<file path="config.mk">
export PLATFORM = sky130hd
export DESIGN_NAME = game_input_conditioner
export DESIGN_NICKNAME = d
export VERILOG_FILES = /design/src/rtl/game_input_pkg.sv /design/src/rtl/btn_debounce.sv /design/src/rtl/game_input_conditioner.sv
export SDC_FILE = /design/constraint.sdc
export NUM_CORES = 1
export LEC_CHECK = 0
export ABC_AREA = 1
export BUFFER_PORTS_ARGS = -buffer_cell sky130_fd_sc_hd__buf_2
export CAP_MARGIN = 20
export CORE_ASPECT_RATIO = 0.9
export CORE_UTILIZATION = 55
export CTS_BUF_LIST = sky130_fd_sc_hd__clkbuf_16
export CTS_CLUSTER_DIAMETER = 80
export DETAILED_ROUTE_END_ITERATION = 16
export HOLD_SLACK_MARGIN = 0.03
export PLACE_DENSITY_LB_ADDON = 0.12
export SLEW_MARGIN = 0
export SYNTH_ARGS = -nofsm -noshare
export SYNTH_HDL_FRONTEND = slang
export SYNTH_SLANG_ARGS = --single-unit
</file>
<file path="constraint.sdc">
create_clock -name clk_50m -period 1.6 [get_ports clk_50m]
set_input_delay 0.16 -clock clk_50m [delete_from_list [all_inputs] [get_ports clk_50m]]
set_output_delay 0.16 -clock clk_50m [all_outputs]
set_load 0.05 [all_outputs]
</file>
<file path="src/rtl/game_input_pkg.sv">
// Shared types and constants for the game input conditioner.
//   - db_state_e : debounce FSM states
//   - phase_e    : auto-repeat phase of a step generator
//   - *_50M      : default cycle counts for a 50 MHz clock
//   - cnt_width  : counter width for a count of n cycles (never below 1 bit)
package game_input_pkg;

    typedef enum logic [1:0] {
        IDLE         = 2'd0,
        PRESS_WAIT   = 2'd1,
        PRESSED      = 2'd2,
        RELEASE_WAIT = 2'd3
    } db_state_e;

    typedef enum logic {
        DELAY = 1'b0,
        RATE  = 1'b1
    } phase_e;

    localparam int unsigned DB_CYCLES_50M        = 500000;    // 10 ms
    localparam int unsigned RPT_DELAY_CYCLES_50M = 15000000;  // 300 ms
    localparam int unsigned RPT_RATE_CYCLES_50M  = 2500000;   // 50 ms

    function automatic int unsigned cnt_width(input int unsigned n);
        return (n > 1) ? $clog2(n) : 1;
    endfunction

endpackage

</file>
<file path="src/rtl/btn_debounce.sv">
// Two-flop synchroniser, debounce FSM and rise strobe for one push-button.
// Ports:
//   clk_50m  in   system clock
//   rst      in   synchronous reset, active-low
//   raw_i    in   raw button, active-high, asynchronous
//   level_o  out  debounced level
//   rise_o   out  one-cycle strobe in the first cycle level_o is high
//
// state        | meaning
// IDLE         | released, waiting for s=1
// PRESS_WAIT   | s=1 seen, counting stable high samples
// PRESSED      | accepted press, waiting for s=0
// RELEASE_WAIT | s=0 seen, counting stable low samples
module btn_debounce
    import game_input_pkg::*;
#(
    parameter int unsigned DB_CYCLES = DB_CYCLES_50M
) (
    input  logic clk_50m,
    input  logic rst,
    input  logic raw_i,
    output logic level_o,
    output logic rise_o
);

    localparam int unsigned     CW       = cnt_width(DB_CYCLES);
    localparam logic [CW-1:0]   CNT_LAST = CW'(DB_CYCLES - 1);

    logic          sync1_q;
    logic          sync2_q;
    db_state_e     state_q;
    logic [CW-1:0] cnt_q;
    logic          db_q;
    logic          db_dly_q;

    always_ff @(posedge clk_50m) begin
        if (!rst) begin
            sync1_q  <= 1'b0;
            sync2_q  <= 1'b0;
            state_q  <= IDLE;
            cnt_q    <= '0;
            db_q     <= 1'b0;
            db_dly_q <= 1'b0;
        end else begin
            sync1_q  <= raw_i;
            sync2_q  <= sync1_q;
            db_dly_q <= db_q;
            case (state_q)
                IDLE: begin
                    if (sync2_q) begin
                        state_q <= PRESS_WAIT;
                        cnt_q   <= '0;
                    end
                end
                PRESS_WAIT: begin
                    if (!sync2_q) begin
                        state_q <= IDLE;
                    end else if (cnt_q == CNT_LAST) begin
                        state_q <= PRESSED;
                        db_q    <= 1'b1;
                    end else begin
                        cnt_q <= cnt_q + 1'b1;
                    end
                end
                PRESSED: begin
                    if (!sync2_q) begin
                        state_q <= RELEASE_WAIT;
                        cnt_q   <= '0;
                    end
                end
                RELEASE_WAIT: begin
                    if (sync2_q) begin
                        state_q <= PRESSED;
                    end else if (cnt_q == CNT_LAST) begin
                        state_q <= IDLE;
                        db_q    <= 1'b0;
                    end else begin
                        cnt_q <= cnt_q + 1'b1;
                    end
                end
                default: begin
                    state_q <= IDLE;
                    db_q    <= 1'b0;
                end
            endcase
        end
    end

    assign level_o = db_q;
    assign rise_o  = db_q & ~db_dly_q;

endmodule

</file>
<file path="src/rtl/game_input_conditioner.sv">
// Player-control front end for the 100-floors game: debounces left, right
// and pause buttons, generates left/right step strobes (with optional
// auto-repeat) and a toggled pause level.
// Build option: define GIC_AUTO_REPEAT_EN for auto-repeat of held direction
// buttons; without it each accepted press gives exactly one strobe.
// Ports:
//   clk_50m        in   system clock, 50 MHz
//   rst            in   synchronous reset, active-low
//   btn_left_raw   in   raw left button, asynchronous
//   btn_right_raw  in   raw right button, asynchronous
//   btn_pause_raw  in   raw pause button, asynchronous
//   endgame        in   game-over flag
//   left_shift     out  one-cycle left step strobe
//   right_shift    out  one-cycle right step strobe
//   left_level     out  debounced left level
//   right_level    out  debounced right level
//   pause          out  high while paused
module game_input_conditioner
    import game_input_pkg::*;
#(
    parameter int unsigned DB_CYCLES        = DB_CYCLES_50M,
    parameter int unsigned RPT_DELAY_CYCLES = RPT_DELAY_CYCLES_50M,
    parameter int unsigned RPT_RATE_CYCLES  = RPT_RATE_CYCLES_50M
) (
    input  logic clk_50m,
    input  logic rst,
    input  logic btn_left_raw,
    input  logic btn_right_raw,
    input  logic btn_pause_raw,
    input  logic endgame,
    output logic left_shift,
    output logic right_shift,
    output logic left_level,
    output logic right_level,
    output logic pause
);

    // index 0 = left, 1 = right
    logic [1:0] db;
    logic [1:0] rise;
    logic [1:0] active;
    logic [1:0] fire;
    logic [1:0] armed_q, armed_d;
    logic       pause_lvl, pause_rise;
    logic       pause_q, pause_d;
    logic       suppress;

    btn_debounce #(.DB_CYCLES(DB_CYCLES)) u_db_left (
        .clk_50m (clk_50m), .rst(rst), .raw_i(btn_left_raw),
        .level_o (db[0]), .rise_o(rise[0])
    );
    btn_debounce #(.DB_CYCLES(DB_CYCLES)) u_db_right (
        .clk_50m (clk_50m), .rst(rst), .raw_i(btn_right_raw),
        .level_o (db[1]), .rise_o(rise[1])
    );
    btn_debounce #(.DB_CYCLES(DB_CYCLES)) u_db_pause (
        .clk_50m (clk_50m), .rst(rst), .raw_i(btn_pause_raw),
        .level_o (pause_lvl), .rise_o(pause_rise)
    );

    assign suppress = pause_q | endgame;

    // A direction may only step when armed; arming needs a release seen
    // outside pause, so a button held across a pause stays silent.
    always_comb begin
        for (int i = 0; i < 2; i++) begin
            armed_d[i] = armed_q[i];
            if (pause_q)
                armed_d[i] = 1'b0;
            else if (!db[i])
                armed_d[i] = 1'b1;
        end
    end

    // Both directions held cancels each other out.
    assign active = db & armed_q & {2{~suppress & ~(&db)}};

    always_comb begin
        pause_d = pause_q;
        if (endgame)
            pause_d = 1'b0;
        else if (pause_rise && pause_lvl)
            pause_d = ~pause_q;
    end

`ifdef GIC_AUTO_REPEAT_EN
    localparam int unsigned   RW         = cnt_width(RPT_DELAY_CYCLES);
    localparam logic [RW-1:0] DELAY_LAST = RW'(RPT_DELAY_CYCLES - 1);
    localparam logic [RW-1:0] RATE_LAST  = RW'(RPT_RATE_CYCLES - 1);

    phase_e [1:0]          phase_q, phase_d;
    logic   [1:0][RW-1:0]  rc_q, rc_d;
    logic   [1:0]          active_q;

    // The first active cycle (fresh press, or partner released) restarts
    // the delay with rc=0; only a genuine rise strobes in that cycle.
    always_comb begin
        for (int i = 0; i < 2; i++) begin
            phase_d[i] = DELAY;
            rc_d[i]    = '0;
            fire[i]    = 1'b0;
            if (active[i]) begin
                if (!active_q[i]) begin
                    fire[i] = rise[i];
                end else if (phase_q[i] == DELAY && rc_q[i] == DELAY_LAST) begin
                    fire[i]    = 1'b1;
                    phase_d[i] = RATE;
                end else if (phase_q[i] == RATE && rc_q[i] == RATE_LAST) begin
                    fire[i]    = 1'b1;
                    phase_d[i] = RATE;
                end else begin
                    phase_d[i] = phase_q[i];
                    rc_d[i]    = rc_q[i] + 1'b1;
                end
            end
        end
    end

    always_ff @(posedge clk_50m) begin
        if (!rst) begin
            for (int i = 0; i < 2; i++) begin
                phase_q[i] <= DELAY;
                rc_q[i]    <= '0;
            end
            active_q <= '0;
        end else begin
            phase_q  <= phase_d;
            rc_q     <= rc_d;
            active_q <= active;
        end
    end
`else
    assign fire = active & rise;
`endif

    always_ff @(posedge clk_50m) begin
        if (!rst) begin
            armed_q <= '0;
            pause_q <= 1'b0;
        end else begin
            armed_q <= armed_d;
            pause_q <= pause_d;
        end
    end

    assign left_shift  = fire[0];
    assign right_shift = fire[1];
    assign left_level  = db[0];
    assign right_level = db[1];
    assign pause       = pause_q;

endmodule

</file>
# Yosys cells after proc, flatten, opt, wreduce, memory -nomap -nowiden
# Cells that the tools add are included.
dict set report word_totals {
  out_inout_bits 5
  register_bits 78
  elab_cells 148
}
dict set report classes {
  bitwise 15
  add_sub_neg 3
  eq_ne 36
  n_reduce_logical 19
  mux 54
}
# op count
set ops {}
lappend ops {{two-way mux 19 bit} 15}
lappend ops {{case mux 19 bit (4 select lines)} 3}
lappend ops {{adder 19 x 1 -> 19 bit, second input constant} 3}
lappend ops {{== test 19 bit, second input constant} 3}
lappend ops {{two-way mux 2 bit} 18}
lappend ops {{inequality test 2 x 1 -> 1 bit, second input constant} 12}
lappend ops {{case mux 2 bit (4 select lines)} 3}
lappend ops {{AND reduction 4 bit} 6}
lappend ops {{AND reduction 5 bit} 3}
lappend ops {{== test 2 bit, second input constant} 6}
lappend ops {{two-way mux 1 bit} 12}
lappend ops {{inequality test 2 bit, second input constant} 6}
lappend ops {{inequality test 3 x 1 -> 1 bit, second input constant} 3}
lappend ops {{inequality test 3 bit, second input constant} 3}
lappend ops {{NOT 1 bit} 7}
lappend ops {{bitwise AND 2 bit} 3}
lappend ops {{== test 2 x 1 -> 1 bit, second input constant} 3}
lappend ops {{zero test 2 bit} 3}
lappend ops {{case mux 1 bit (2 select lines)} 3}
lappend ops {{nonzero test 2 bit} 3}
lappend ops {{bitwise AND 1 bit} 4}
lappend ops {{OR reduction 2 bit} 2}
lappend ops {{AND reduction 2 bit} 1}
lappend ops {{logical AND 1 bit} 1}
lappend ops {{bitwise OR 1 bit} 1}

# Longest topological paths before layout
# Gate-level depths: netlist of the first run.
dict set report logic_depth {
  word_depth 5
  ltp_mapped 12
  mapped_depth_nobuf 11
}

# Cells and area by module
# A second synthesis of the first run with hierarchy kept.
dict set report hier_totals {
  hier_cells 757
  area_unflattened_um2 4714.5
}
# mod cells_per_inst area_each_um2 instances
set modules_own_cells {}
lappend modules_own_cells {btn_debounce 245 1525.2 3}
lappend modules_own_cells {game_input_conditioner 22 138.9 1}

# Worst setup path after synthesis of the first run
# OpenSTA, ideal clock, no wires.
dict set report synth_path {
  path_kind {register to output}
  from {register u_db_right.db_q, in the netlist u_db_right.level_o}
  to {output right_shift}
  t_arrival_ps 2332
  setup_slack_ps -892
  stages_incl_launch_ff 3
  path_cell_list {dfxtp_1 > inv_1 > nor4_1}
}
dict set report synth_via {
  elab_chain_len 5
  elab_cells_between_ends 7
  classes_between {bitwise (6); reduce/logical (1)}
}
# item line_no
set synth_lines {}
lappend synth_lines {{from (decl)} btn_debounce.sv:33} ;# logic db_q;
lappend synth_lines {{from (signal assigned)} btn_debounce.sv:42} ;# db_q <= 1'b0;
lappend synth_lines {{from (signal assigned)} btn_debounce.sv:60} ;# db_q <= 1'b1;
lappend synth_lines {{from (signal assigned)} btn_debounce.sv:76} ;# db_q <= 1'b0;
lappend synth_lines {{AND reduction 2 bit} game_input_conditioner.sv:76} ;# assign active = db & armed_q & {2{~suppress & ~(&db)}};
lappend synth_lines {{NOT 1 bit} game_input_conditioner.sv:76}
lappend synth_lines {{bitwise AND 1 bit} game_input_conditioner.sv:76}
lappend synth_lines {{bitwise AND 2 bit} game_input_conditioner.sv:76}
lappend synth_lines {{bitwise AND 2 bit (*)} game_input_conditioner.sv:133} ;# assign fire = active & rise;
lappend synth_lines {{to (decl)} game_input_conditioner.sv:32} ;# output logic right_shift,
# Every way passes the cells marked *; elsewhere a longest branch is shown, timed or not.

# Worst setup path in the final report of the first run
dict set report layout_path {
  from {register u_db_right.cnt_q[0]}
  to {register u_db_right.cnt_q[1]}
}
dict set report layout_via {
  elab_chain_len 4
  elab_cells_between_ends 6
  classes_between {add/sub (1); eq/ne (1); mux (4)}
}
# item line_no
set layout_lines {}
lappend layout_lines {{from (decl)} btn_debounce.sv:32} ;# logic [CW-1:0] cnt_q;
lappend layout_lines {{from (signal assigned)} btn_debounce.sv:62} ;# cnt_q <= cnt_q + 1'b1;
lappend layout_lines {{from (signal assigned)} btn_debounce.sv:78} ;# cnt_q <= cnt_q + 1'b1;
lappend layout_lines {{adder 19 x 1 -> 19 bit / == test 19 bit (equally long branches)} --}
lappend layout_lines {{two-way mux 19 bit (*)} {btn_debounce.sv:58, btn_debounce.sv:74}}
lappend layout_lines {{two-way mux 19 bit (on tied branches)} {btn_debounce.sv:72, btn_debounce.sv:56}}
lappend layout_lines {{case mux 19 bit (4 select lines) (*)} btn_debounce.sv:48} ;# case (state_q)
# Every way passes the cells marked *; elsewhere a longest branch is shown, timed or not. The select of a mux whose other input is x is not followed.
# A chain may end at the register's enable or synchronous reset.

==> key figures, run 1 <==
Clock network
  – Worst-path clk slew: roughly 0.06 ns
  – Worst skew pair latency: 0.33 ns
  – # clock sinks: 78
  – CTS tree: built
  – Longest Clk Path Bufs: 2
  – H-tree Lvls: 3
  – TritonCTS Buffers: 9
  – Root Buffer Master: clkbuf_16

Finish
  – Share of layout cells above drive strength 1: 18.4%
  – Non-Filler Instances: 836
  – N_diodes: 0
  – P&R area growth vs syn: 23.3%
  – Fill count: 652
  – Nets@finish: 744

Global routing
  – GRT Total Usage: 25.8%
  – First-pass GRT wire length: 16,800 um
  – Initial antenna violation count: 0
  – Overflow after GRT: 0
  – Largest net degree at the start of global routing: 24
  – Vias in the first global route: 3,768

Power and ir drop
  – Peak VDD IR: 0.684 mV
  – Pwr Density: 783 nW/um2
  – Leakage: 2.12 nW
  – Total Power: 4.18 mW

Drt
  – Routed wire length: 10,900 um
  – Initial drt markers: 288
  – First-pass DRT Iterations: 5
  – Routed WL per cell: between 10 and 15 um
  – Post-route ant nets: 0
  – DRC Markers: 0
  – Vias per cell: 5.25
  – Via count: 4,386

Setup path
  – Arrival @ worst endpoint: around 1.8 ns
  – CP required: 1.82 ns
  – CP Capture Type: flop
  – Critical path peak fanout: 6
  – Crit Path Category: flop to flop
  – Reg2reg setup slack: 0.04 ns
  – CP Launch Type: flop

Die
  – Row count: 30
  – IO Count: 11
  – Die Y: 86.2 um
  – Starting Density: 57.1%
  – Die area: 8240 um2
  – Core area: 7580 um2
  – Chip width: 95.5 um

Synth
  – Register bit total from synthesis: 78
  – Mapped Avg Cell Area: 6.34 um2
  – Sequential share of the synthesized area: 36.0%
  – Mapped Cells: 683
  – Top FF cell, synth: dfxtp_1
  – Post-synth ARST share: 0%
  – EDFF count, synth: 0
  – Synth warn: 0
  – Yosys cell types: 36
  – Mapped Nets: 692
  – Mapped Area: 4330 um2

Placement
  – GPL Wtd Cong: slightly above 0.9
  – Buffers on Ports: 10
  – DP HPWL: between 7000 and 8000 um
  – Placed insts: 798

STA
  – Setup Skew: around 0.0089 ns
  – # setup viols final: 0
  – Slew headroom: 78.8%
  – RSZ-0062 raised after global routing: yes
  – Slew Viols, Final: 0
  – Final setup TNS: 0 ns
  – Fmax: 642 MHz
  – Worst slew pin tran: 0.316 ns
  – Final Hold Violating Endpoints: 0
  – Tcrit/Tclk final: 97.4%
  – Tmin final: 1.56 ns

Min path
  – Hold Crit Class: primary input to flop

Outcome
  – Status: complete, no violations

Run
  – Total of max-cap violations: 0
-- report_power, final --
part	internal [mW]	switching, mW	total [mW]
Sequential	1.95	0.00897	1.96
Clock	1.20	0.826	2.02
Combinational	0.0691	0.125	0.194
-- repair_timing --
action,CTS,global route
setup buffers,0,14
hold endpoints to repair,4,0
resized for setup,4,67
pin swaps,0,22
endpoints found under the setup margin,9,54
gates cloned,0,4
hold buffers,4,0
-- cell usage after synthesis, types with 2 or more instances --
master | n | area share (%)
a211oi_1 | 2 | 0.35
a21oi_1 | 33 | 3.8
and2_1 | 2 | 0.29
buf_2 | 2 | 0.23
buf_6 | 7 | 1.8
clkbuf_1 | 2 | 0.17
dfxtp_1 | 78 | 36
ha_1 | 3 | 0.87
inv_1 | 95 | 8.2
inv_2 | 4 | 0.35
nand2_1 | 190 | 16
nand2_4 | 3 | 0.78
nand3_1 | 46 | 5.3
nand3_2 | 2 | 0.46
nand3b_1 | 4 | 0.69
nand4_1 | 14 | 2.0
nor2_1 | 119 | 10
nor2_2 | 5 | 0.72
nor2_4 | 4 | 1.0
nor3_1 | 13 | 1.5
nor3_2 | 3 | 0.69
nor4_1 | 3 | 0.43
o21ai_0 | 23 | 2.7
o21bai_1 | 9 | 1.6
or2_2 | 3 | 0.43
xor2_1 | 4 | 0.81
-- sequential cells by signal, indices dropped and copies added, names as in the netlist, 2 cells and up, named ones only --
name / count
u_db_left.cnt_q: 19
u_db_right.cnt_q: 19
u_db_pause.cnt_q: 19
armed_q: 2
-- cells in the final DEF, fill, tap and decap left out, drive strengths merged --
cell,instances
a211oi,2
ha,3
nand2,195
o21ai,25
nor3b,1
o21bai,9
bufinv,1
xnor2,1
nor3,17
nor4,3
nor2,128
or2,3
nand4,14
clkinv,4
dfxtp,78
dlygate4sd3,4
nand3b,4
xor2,4
a21oi,33
clkinvlp,2
buf,48
nand3,49
and2,3
inv,100
clkbuf,9
-- metal layers --
layer / global-route usage [%] / part of all wire (%) / up-vias
met1: 34.5 / 45 / 1990
li1: - / - / 2241
met2: 43.4 / 48 / 141
met4: 5.29 / 1.3 / 0
met5: 0 / 0 / -
met3: 5.00 / 5.8 / 14
-- kinds of logic after synthesis --
| family | synth area share, % |
|---|---|
| buffers and inverters | 11.0 |
| adder cells (fa/ha/maj) | 0.867 |
| XOR/XNOR | 1.01 |
| AND/OR/NAND/NOR | 42.4 |
| AO/OA/AOI/OAI | 8.69 |
| flip-flops | 36.0 |
-- through the flow --
stage          setup WS (ns)  hold slack (ns)  cell area, um2  utilization [%]
6_report              0.0422            0.221            5340             70.4
5_1_grt              -0.0679            0.244            5340             70.4
4_1_cts              0.00359            0.220            4940             65.1
3_5_place_dp         -0.0140            0.346            4590             60.6
3_3_place_gp          0.0396            0.339            4590             60.6
2_1_floorplan          0.112            0.239            4360                -
-- final cells by class --
| cell class | instances | area [um2] | share of cell area (%) |
|---|---|---|---|
| flip-flops and latches | 78 | 1580 | 29.6 |
| repair buffers | 52 | 420 | 7.87 |
| multi-input cells | 494 | 2550 | 47.8 |
| clock inverters | 7 | 66.3 | 1.24 |
| well taps | 96 | 120 | 2.25 |
| clock buffers | 9 | 225 | 4.22 |
| inverters | 100 | 375 | 7.03 |
-- worst max-delay path: stages (launching register included) --
cell     delay, ns
dfxtp_2       0.36
ha_4          0.15
inv_2         0.05
nor2_4        0.18
nand3_2       0.13
nor2_4        0.14
nor2_4        0.07
buf_6         0.15
o21ai_0       0.16
nor2_1        0.06
-- worst paths after layout --
check,start,to,cells past startpoint
worst max-delay path,u_db_right.cnt_q[0]$_SDFFE_PN0P_,u_db_right.cnt_q[1]$_SDFFE_PN0P_,9
worst min-delay path,rst,u_db_right.cnt_q[1]$_SDFFE_PN0P_,3
worst max register to register,u_db_right.cnt_q[0]$_SDFFE_PN0P_,u_db_right.cnt_q[1]$_SDFFE_PN0P_,9
worst min register to register,u_db_right.sync1_q$_SDFF_PN0_,u_db_right.sync2_q$_SDFF_PN0_,2
Note: power is estimated with default switching activity, not from simulation.
==> run 2, diff against run 1 <==
==> constraint.sdc (replaced) <==
create_clock -name clk_50m -period 1.4 [get_ports clk_50m]
set_input_delay 0.14 -clock clk_50m [delete_from_list [all_inputs] [get_ports clk_50m]]
set_output_delay 0.14 -clock clk_50m [all_outputs]
set_load 0.05 [all_outputs]
==> run 2 against run 1 <==
  * The run now ends with setup timing left
  * Count of clock-buffer cells in the layout is the same
  * Clock skew fell by 0.0043 ns
  * Final cell count grew 8.6%
  * Global-route usage grew 5.3 points
  * Worst hold slack worse by 0.12 ns
  * Register-to-register slack worse by 0.32 ns
  * Clock power grew 21%
  * Sequential power grew 14%
  * Non-clock buffer count increased by 67
  * First-iteration DRC count is 52% higher
  * Setup slack worse by 0.32 ns
  * Die area unchanged
  * Critical endpoint is now u_db_right.cnt_q[5]$_SDFFE_PN0P_
  * Largest power group unchanged
==> key figures, run 2 (same netlist as run 1, synthesis figures left out) <==
Outcome
  – Status: finished, violations left
  – Failing checks: setup timing

Finish
  – Most common cell after layout, fill and taps aside: nand2_1
  – N_diodes: 0 (unchanged)
  – Fill count: 365 (-44%)
  – Non-Filler Instances: 908 (+8.6%)
  – FF/Latch Area: 1600 um2 (+1.3%)
  – Top flop regs: u_db_left.cnt_q: 19 flops, u_db_pause.cnt_q: 19 flops, u_db_right.cnt_q: 19 flops
  – Most frequent cells in the layout: 156 x nand2_1, 80 x inv_1, 80 x nor2_1
  – Nets@finish: 816 (+9.7%)
  – Multi-input gate area: 3130 um2 (+23%)
  – Design Area, Final: 6590 um2 (+23%)
  – P&R area growth vs syn: 52.2%
  – Share of layout cells above drive strength 1: 42.5% (+24 points)

Drt
  – DRC Markers: 0 (unchanged)
  – Routed wire length: 16,700 um (+54%)
  – Via count: 5,427 (+24%)
  – Post-route ant nets: 0 (unchanged)
  – Vias per cell: 5.98 (+14%)
  – First-pass DRT Iterations: 7 (+2)
  – Routed WL per cell: 18.4 um (+42%)
  – Initial drt markers: 438 (+52%)

Die
  – Chip width: 95.5 um (unchanged)
  – Core area: 7580 um2 (unchanged)
  – Row count: 30 (unchanged)
  – Die Y: 86.2 um (unchanged)
  – IO Count: 11 (unchanged)
  – Starting Density: 57.1% (unchanged)
  – Die area: 8240 um2 (unchanged)

Run
  – Total of max-cap violations: 0 (unchanged)

Placement
  – Pre-CTS WS: -0.136 ns (-0.122 ns)
  – Placed Area: 5020 um2 (+9.4%)
  – Placed insts: 852 (+6.8%)
  – DP HPWL: 7470 um (+6.3%)
  – Buffers on Ports: 10 (unchanged)
  – GPL Wtd Cong: 0.871 (-4.5%)

Global routing
  – Most used routing layer: met2
  – Met2 Use GR: 55.3% (+12 points)
  – Overflow after GRT: 0 (unchanged)
  – Largest net degree at the start of global routing: 20 (-17%)
  – Grt met3 use: 7.37% (+2.4 points)
  – GRT Total Usage: 31.1% (+5.3 points)
  – First-pass GRT wire length: 20,000 um (+20%)
  – Initial antenna violation count: 0 (unchanged)
  – GR Util met1: 36.0% (+1.5 points)
  – Vias in the first global route: 4,611 (+22%)

Setup path
  – Crit-path cells: buf_4, inv_1, buf_4, nor2_2, nand2_1, o21bai_1, nand2_1, nand3b_1, a21oi_1
  – R2R Path Start: u_db_right.cnt_q[0]$_SDFFE_PN0P_
  – Reg2Reg Depth: 9 (unchanged)
  – Crit Path Category: flop to flop
  – CP required: 1.66 ns (-0.16 ns)
  – Reg2reg end: u_db_right.cnt_q[5]$_SDFFE_PN0P_
  – Critical path peak fanout: 2 (-4)
  – Reg2reg setup slack: -0.28 ns (-0.32 ns)
  – Arrival @ worst endpoint: 1.94 ns (+0.16 ns)
  – Crit path launch: u_db_right.cnt_q[0]$_SDFFE_PN0P_
  – CP Capture Type: flop
  – Cell family with most CP delay: simple AND/OR/NAND/NOR gates
  – CP Launch Type: flop
  – Slowest stage delay, CP: 0.36 ns (about the same)
  – CP bufs+invs: 3 (+1)
  – Max stage delay cell, worst path: dfxtp_2

Power and ir drop
  – Total Power: 5.02 mW (+20%)
  – Peak VDD IR: 0.807 mV (+18%)
  – Leakage: 2.69 nW (+27%)
  – Net Sw Frac: 25.1% (+2.2 points)
  – P_sw: 1.26 mW (+31%)
  – Combinational power share: 6.5% (+1.9 points)
  – Sequential Power Share: 44.7% (-2.2 points)
  – Internal power: 3.76 mW (+17%)
  – Pwr Density: 761 nW/um2 (-2.7%)
  – Clk pwr share: 48.8% (+0.4 points)

Min path
  – Hold Path Sink: u_db_left.cnt_q[0]$_SDFFE_PN0P_
  – Hold path depth: 3 (unchanged)
  – Hold Crit Class: primary input to flop
  – HP Start: rst

Clock network
  – TritonCTS Buffers: 9 (unchanged)
  – Worst-path clk slew: 0.06 ns (about the same)
  – Worst skew pair latency: 0.35 ns (+0.02 ns)
  – Longest Clk Path Bufs: 2 (unchanged)
  – H-tree Lvls: 3 (unchanged)
  – # clock sinks: 78 (unchanged)
  – Root Buffer Master: clkbuf_16
  – CTS tree: built

STA
  – Fmax: 595 MHz (-7.2%)
  – # setup viols final: 68 (+68)
  – Tcrit/Tclk final: 120% (+23 points)
  – Tmin final: 1.68 ns (+0.122 ns)
  – Slew headroom: 55.0% (-24 points)
  – Final Hold Violating Endpoints: 0 (unchanged)
  – Slew Viols, Final: 0 (unchanged)
  – Worst slew pin tran: 0.674 ns (+0.358 ns)
  – RSZ-0062 raised after global routing: yes
  – Final WS setup: -0.280 ns (-0.322 ns)
  – Setup Skew: 0.00462 ns (-0.00426 ns)
  – WHS: 0.102 ns (-0.119 ns)
## run 2: cell count changes in the layout (fill, tap and decap cells not counted), moves of 17 or more
cell,before,now
a21oi_1,33,12
a21oi_2,0,21
buf_4,34,79
buf_6,4,22
nand2_1,187,156
nand2_2,2,24
nor2_1,105,80
o21ai_0,22,5
## run 2: worst max-delay path by stage
| stage | endpoint | slack [ns] | cells past startpoint |
|---|---|---|---|
| 6_report | u_db_right.cnt_q[5]$_SDFFE_PN0P_ | -0.28 | 9 |
| 5_1_grt | u_db_right.cnt_q[5]$_SDFFE_PN0P_ | -0.42 | 9 |
| 4_1_cts | u_db_pause.cnt_q[16]$_SDFFE_PN0P_ | -0.06 | 11 |
| 3_5_place_dp | u_db_right.cnt_q[18]$_SDFFE_PN0P_ | -0.14 | 11 |
| 3_3_place_gp | u_db_right.cnt_q[16]$_SDFFE_PN0P_ | -0.12 | 9 |
| 2_1_floorplan | u_db_right.cnt_q[18]$_SDFFE_PN0P_ | 0.003 | 11 |
## run 2: worst min-delay path: cells and delay by family
| kind | cells | cell delay, ns |
|---|---|---|
| buffers and inverters | 1 | 0.16 |
| AOI/OAI and AO/OA | 2 | 0.11 |
## run 2: what timing repair did
action                                 in CTS  in global routing
hold buffers                                4                  0
setup endpoints to repair                  63                 67
gates resized for setup                   104                173
endpoints found under the hold margin       4                  0
gates cloned                                3                  5
pin swaps                                  26                 81
buffers inserted                           20                 11
## run 2: final cells by class
type	instances	share of cell area (%)
clock buffers	9	3.42
clock inverters	7	1.23
inverters	100	6.04
multi-input cells	499	47.5
flip-flops and latches	78	24.3
well taps	96	1.82
repair buffers	119	15.7
## run 2: through the flow
step                      setup TNS (ns)  utilization (%)
after floorplan                        0                -
after global placement             -2.10             66.3
after detailed placement           -4.68             66.3
after CTS                         -0.924             78.1
after global routing              -13.12             86.9
final                              -8.75             86.9
## run 2: per-layer routing
| layer | share of wire, % | wire length (um) |
|---|---|---|
| met2 | 49 | 8230 |
| met1 | 36 | 6010 |
| met4 | 6.7 | 1120 |
| met5 | 0 | 0 |
| met3 | 8.1 | 1350 |
## run 2: power groups by stage
stage / Sequential [mW] / Clock, mW / Combinational (mW)
floorplan: 2.29 / 0 / 0.122
global placement: 2.29 / 0 / 0.195
detailed placement: 2.29 / 0 / 0.197
CTS: 2.24 / 2.42 / 0.259
global route: 2.24 / 2.53 / 0.338
finish: 2.24 / 2.45 / 0.325
==> run 3, diff against run 2 <==
--- a/config.mk
+++ b/config.mk
@@ -8,7 +8,7 @@
 export ABC_AREA = 1
 export BUFFER_PORTS_ARGS = -buffer_cell sky130_fd_sc_hd__buf_2
 export CAP_MARGIN = 20
-export CORE_ASPECT_RATIO = 0.9
+export CORE_ASPECT_RATIO = 0.75
 export CORE_UTILIZATION = 55
 export CTS_BUF_LIST = sky130_fd_sc_hd__clkbuf_16
 export CTS_CLUSTER_DIAMETER = 80
==> run 3 against run 2 <==
  * The run still ends with setup timing left
  * Setup slack improved by 0.019 ns
  * Clock power increased by 9.0%
  * Critical endpoint is now u_db_right.cnt_q[10]$_SDFFE_PN0P_
  * Combinational power about the same
==> key figures, run 3 (same netlist as run 1, synthesis figures left out) <==
Placement
  – Placed Area: 5020 um2 (about the same)
  – DP HPWL: 7730 um (+3.5%)
  – GPL Wtd Cong: 0.907 (+4.1%)
  – Buffers on Ports: 10 (unchanged)

Min path
  – Hold path depth: 3 (unchanged)
  – Hold Crit Class: primary input to flop

Setup path
  – CP Launch Type: flop
  – CP required: 1.67 ns (about the same)
  – Arrival @ worst endpoint: 1.93 ns (about the same)
  – Critical path peak fanout: 5 (+3)
  – Reg2reg setup slack: -0.26 ns (+0.02 ns)
  – CP Capture Type: flop
  – Reg2Reg Depth: 10 (+1)
  – Crit Path Category: flop to flop

Power and ir drop
  – Pwr Density: 812 nW/um2 (+6.7%)
  – Net Sw Frac: 24.9% (-0.26 points)
  – Peak VDD IR: 0.698 mV (-14%)
  – Internal power: 3.94 mW (+4.8%)
  – Sequential Power Share: 42.8% (-1.9 points)
  – Clk pwr share: 51.0% (+2.2 points)
  – Total Power: 5.24 mW (+4.4%)
  – P_sw: 1.30 mW (+3.3%)
  – Leakage: 2.62 nW (-2.7%)
  – Combinational power share: 6.2% (-0.3 points)

Finish
  – Most frequent cells in the layout: 163 x nand2_1, 86 x nor2_1, 84 x inv_1
  – Nets@finish: 816 (unchanged)
  – Share of layout cells above drive strength 1: 39.3% (-3.2 points)
  – Design Area, Final: 6450 um2 (-2.1%)
  – Most common cell after layout, fill and taps aside: nand2_1
  – Top flop regs: u_db_left.cnt_q: 19 flops, u_db_pause.cnt_q: 19 flops, u_db_right.cnt_q: 19 flops
  – Final core utilization: 86.4% (-0.52 points)
  – N_diodes: 0 (unchanged)
  – P&R area growth vs syn: 48.9%

Global routing
  – First-pass GRT wire length: 20,600 um (+2.7%)
  – GRT Total Usage: 31.2% (+0.052 points)
  – Vias in the first global route: 4,567 (-0.95%)
  – Largest net degree at the start of global routing: 20 (unchanged)
  – Overflow after GRT: 0 (unchanged)
  – Initial antenna violation count: 0 (unchanged)

Outcome
  – Status: finished, violations left
  – Failing checks: setup timing

Die
  – Die Y: 78.9 um (-8.5%)
  – IO Count: 11 (unchanged)
  – Die area: 8240 um2 (about the same)
  – Core area: 7470 um2 (-1.5%)
  – Row count: 27 (-10%)
  – Chip width: 104 um (+9.3%)
  – Starting Density: 58.0% (+0.89 points)

Clock network
  – CTS tree: built
  – Worst-path clk slew: 0.07 ns (about the same)
  – TritonCTS Buffers: 9 (unchanged)
  – H-tree Lvls: 3 (unchanged)
  – Root Buffer Master: clkbuf_16
  – # clock sinks: 78 (unchanged)
  – Worst skew pair latency: 0.35 ns (about the same)
  – Longest Clk Path Bufs: 2 (unchanged)

STA
  – Worst slew pin tran: 0.378 ns (-0.297 ns)
  – Slew headroom: 74.7% (+20 points)
  – Final Hold Violating Endpoints: 0 (unchanged)
  – RSZ-0062 raised after global routing: yes
  – Tcrit/Tclk final: 119% (-1.3 points)
  – WHS: 0.185 ns (+0.0827 ns)
  – # setup viols final: 65 (-4.4%)
  – Fmax: 602 MHz (+1.1%)
  – Final setup TNS: -8.69 ns (+0.0603 ns)
  – Setup Skew: 0.0103 ns (+0.00565 ns)
  – Final WS setup: -0.261 ns (+0.0189 ns)
  – Tmin final: 1.66 ns (-0.0189 ns)
  – Slew Viols, Final: 0 (unchanged)

Drt
  – Routed WL per cell: 18.3 um (-0.74%)
  – Routed wire length: 16,700 um (-0.20%)
  – Post-route ant nets: 0 (unchanged)
  – Vias per cell: 5.93 (-0.82%)
  – Initial drt markers: 562 (+28%)
  – First-pass DRT Iterations: 7 (unchanged)
  – DRC Markers: 0 (unchanged)
  – Via count: 5,412 (-0.28%)

Run
  – Total of max-cap violations: 0 (unchanged)
-- run 3: routing by layer --
layer | vias up | wire length (um) | track usage, % | part of all wire (%)
met5 | - | 0 | 0 | 0
met4 | 0 | 985 | 12.1 | 5.9
met3 | 134 | 1860 | 7.14 | 11
met2 | 436 | 7840 | 52.3 | 47
met1 | 2431 | 6000 | 39.1 | 36
li1 | 2411 | - | - | -
-- run 3: repair_timing --
item,4_1_cts,5_1_grt
setup endpoints to repair,65,64
pin swaps,32,67
hold buffers,4,0
endpoints found under the hold margin,4,0
resized for setup,90,154
buffers inserted,12,19
cloned,4,5
-- run 3: worst max-delay path, cell delays in order (launching register included) --
cell,delay (ns)
dfxtp_1,0.36
inv_1,0.18
nand2_1,0.13
nor2_2,0.19
nand3_2,0.14
nor2_4,0.14
nor2_4,0.07
buf_6,0.14
nand3_1,0.07
nand2_1,0.06
nor2_1,0.11
-- run 3: worst paths after layout --
| path | from | end |
|---|---|---|
| worst max-delay path | u_db_right.cnt_q[9]$_SDFFE_PN0P_ | u_db_right.cnt_q[10]$_SDFFE_PN0P_ |
| worst min-delay path | rst | u_db_left.cnt_q[0]$_SDFFE_PN0P_ |
| worst max register to register | u_db_right.cnt_q[9]$_SDFFE_PN0P_ | u_db_right.cnt_q[10]$_SDFFE_PN0P_ |
| worst min register to register | u_db_right.sync1_q$_SDFF_PN0_ | u_db_right.sync2_q$_SDFF_PN0_ |
-- run 3: final cells by class --
class                   instances  area (um2)
multi-input cells             499        3000
flip-flops and latches         78        1610
fillers                       360        1010
repair buffers                118         983
inverters                     100         403
clock buffers                   9         225
well taps                     101         126
clock inverters                 7         105
repair inverters                1        5.00
-- run 3: power by group through the flow --
stage               Combinational (mW)  Clock [mW]  Sequential (mW)
floorplan                        0.122           0             2.29
finish                           0.324        2.67             2.24
global route                     0.335        2.74             2.24
CTS                              0.238        2.63             2.24
global placement                 0.192           0             2.29
detailed placement               0.196           0             2.29
-- run 3: metrics by stage --
step | setup slack (ns) | cells
3_3_place_gp | -0.120 | 856
6_report | -0.261 | 913
3_5_place_dp | -0.231 | 856
4_1_cts | -0.0786 | 890
5_1_grt | -0.314 | 913
2_1_floorplan | 0.00261 | 683
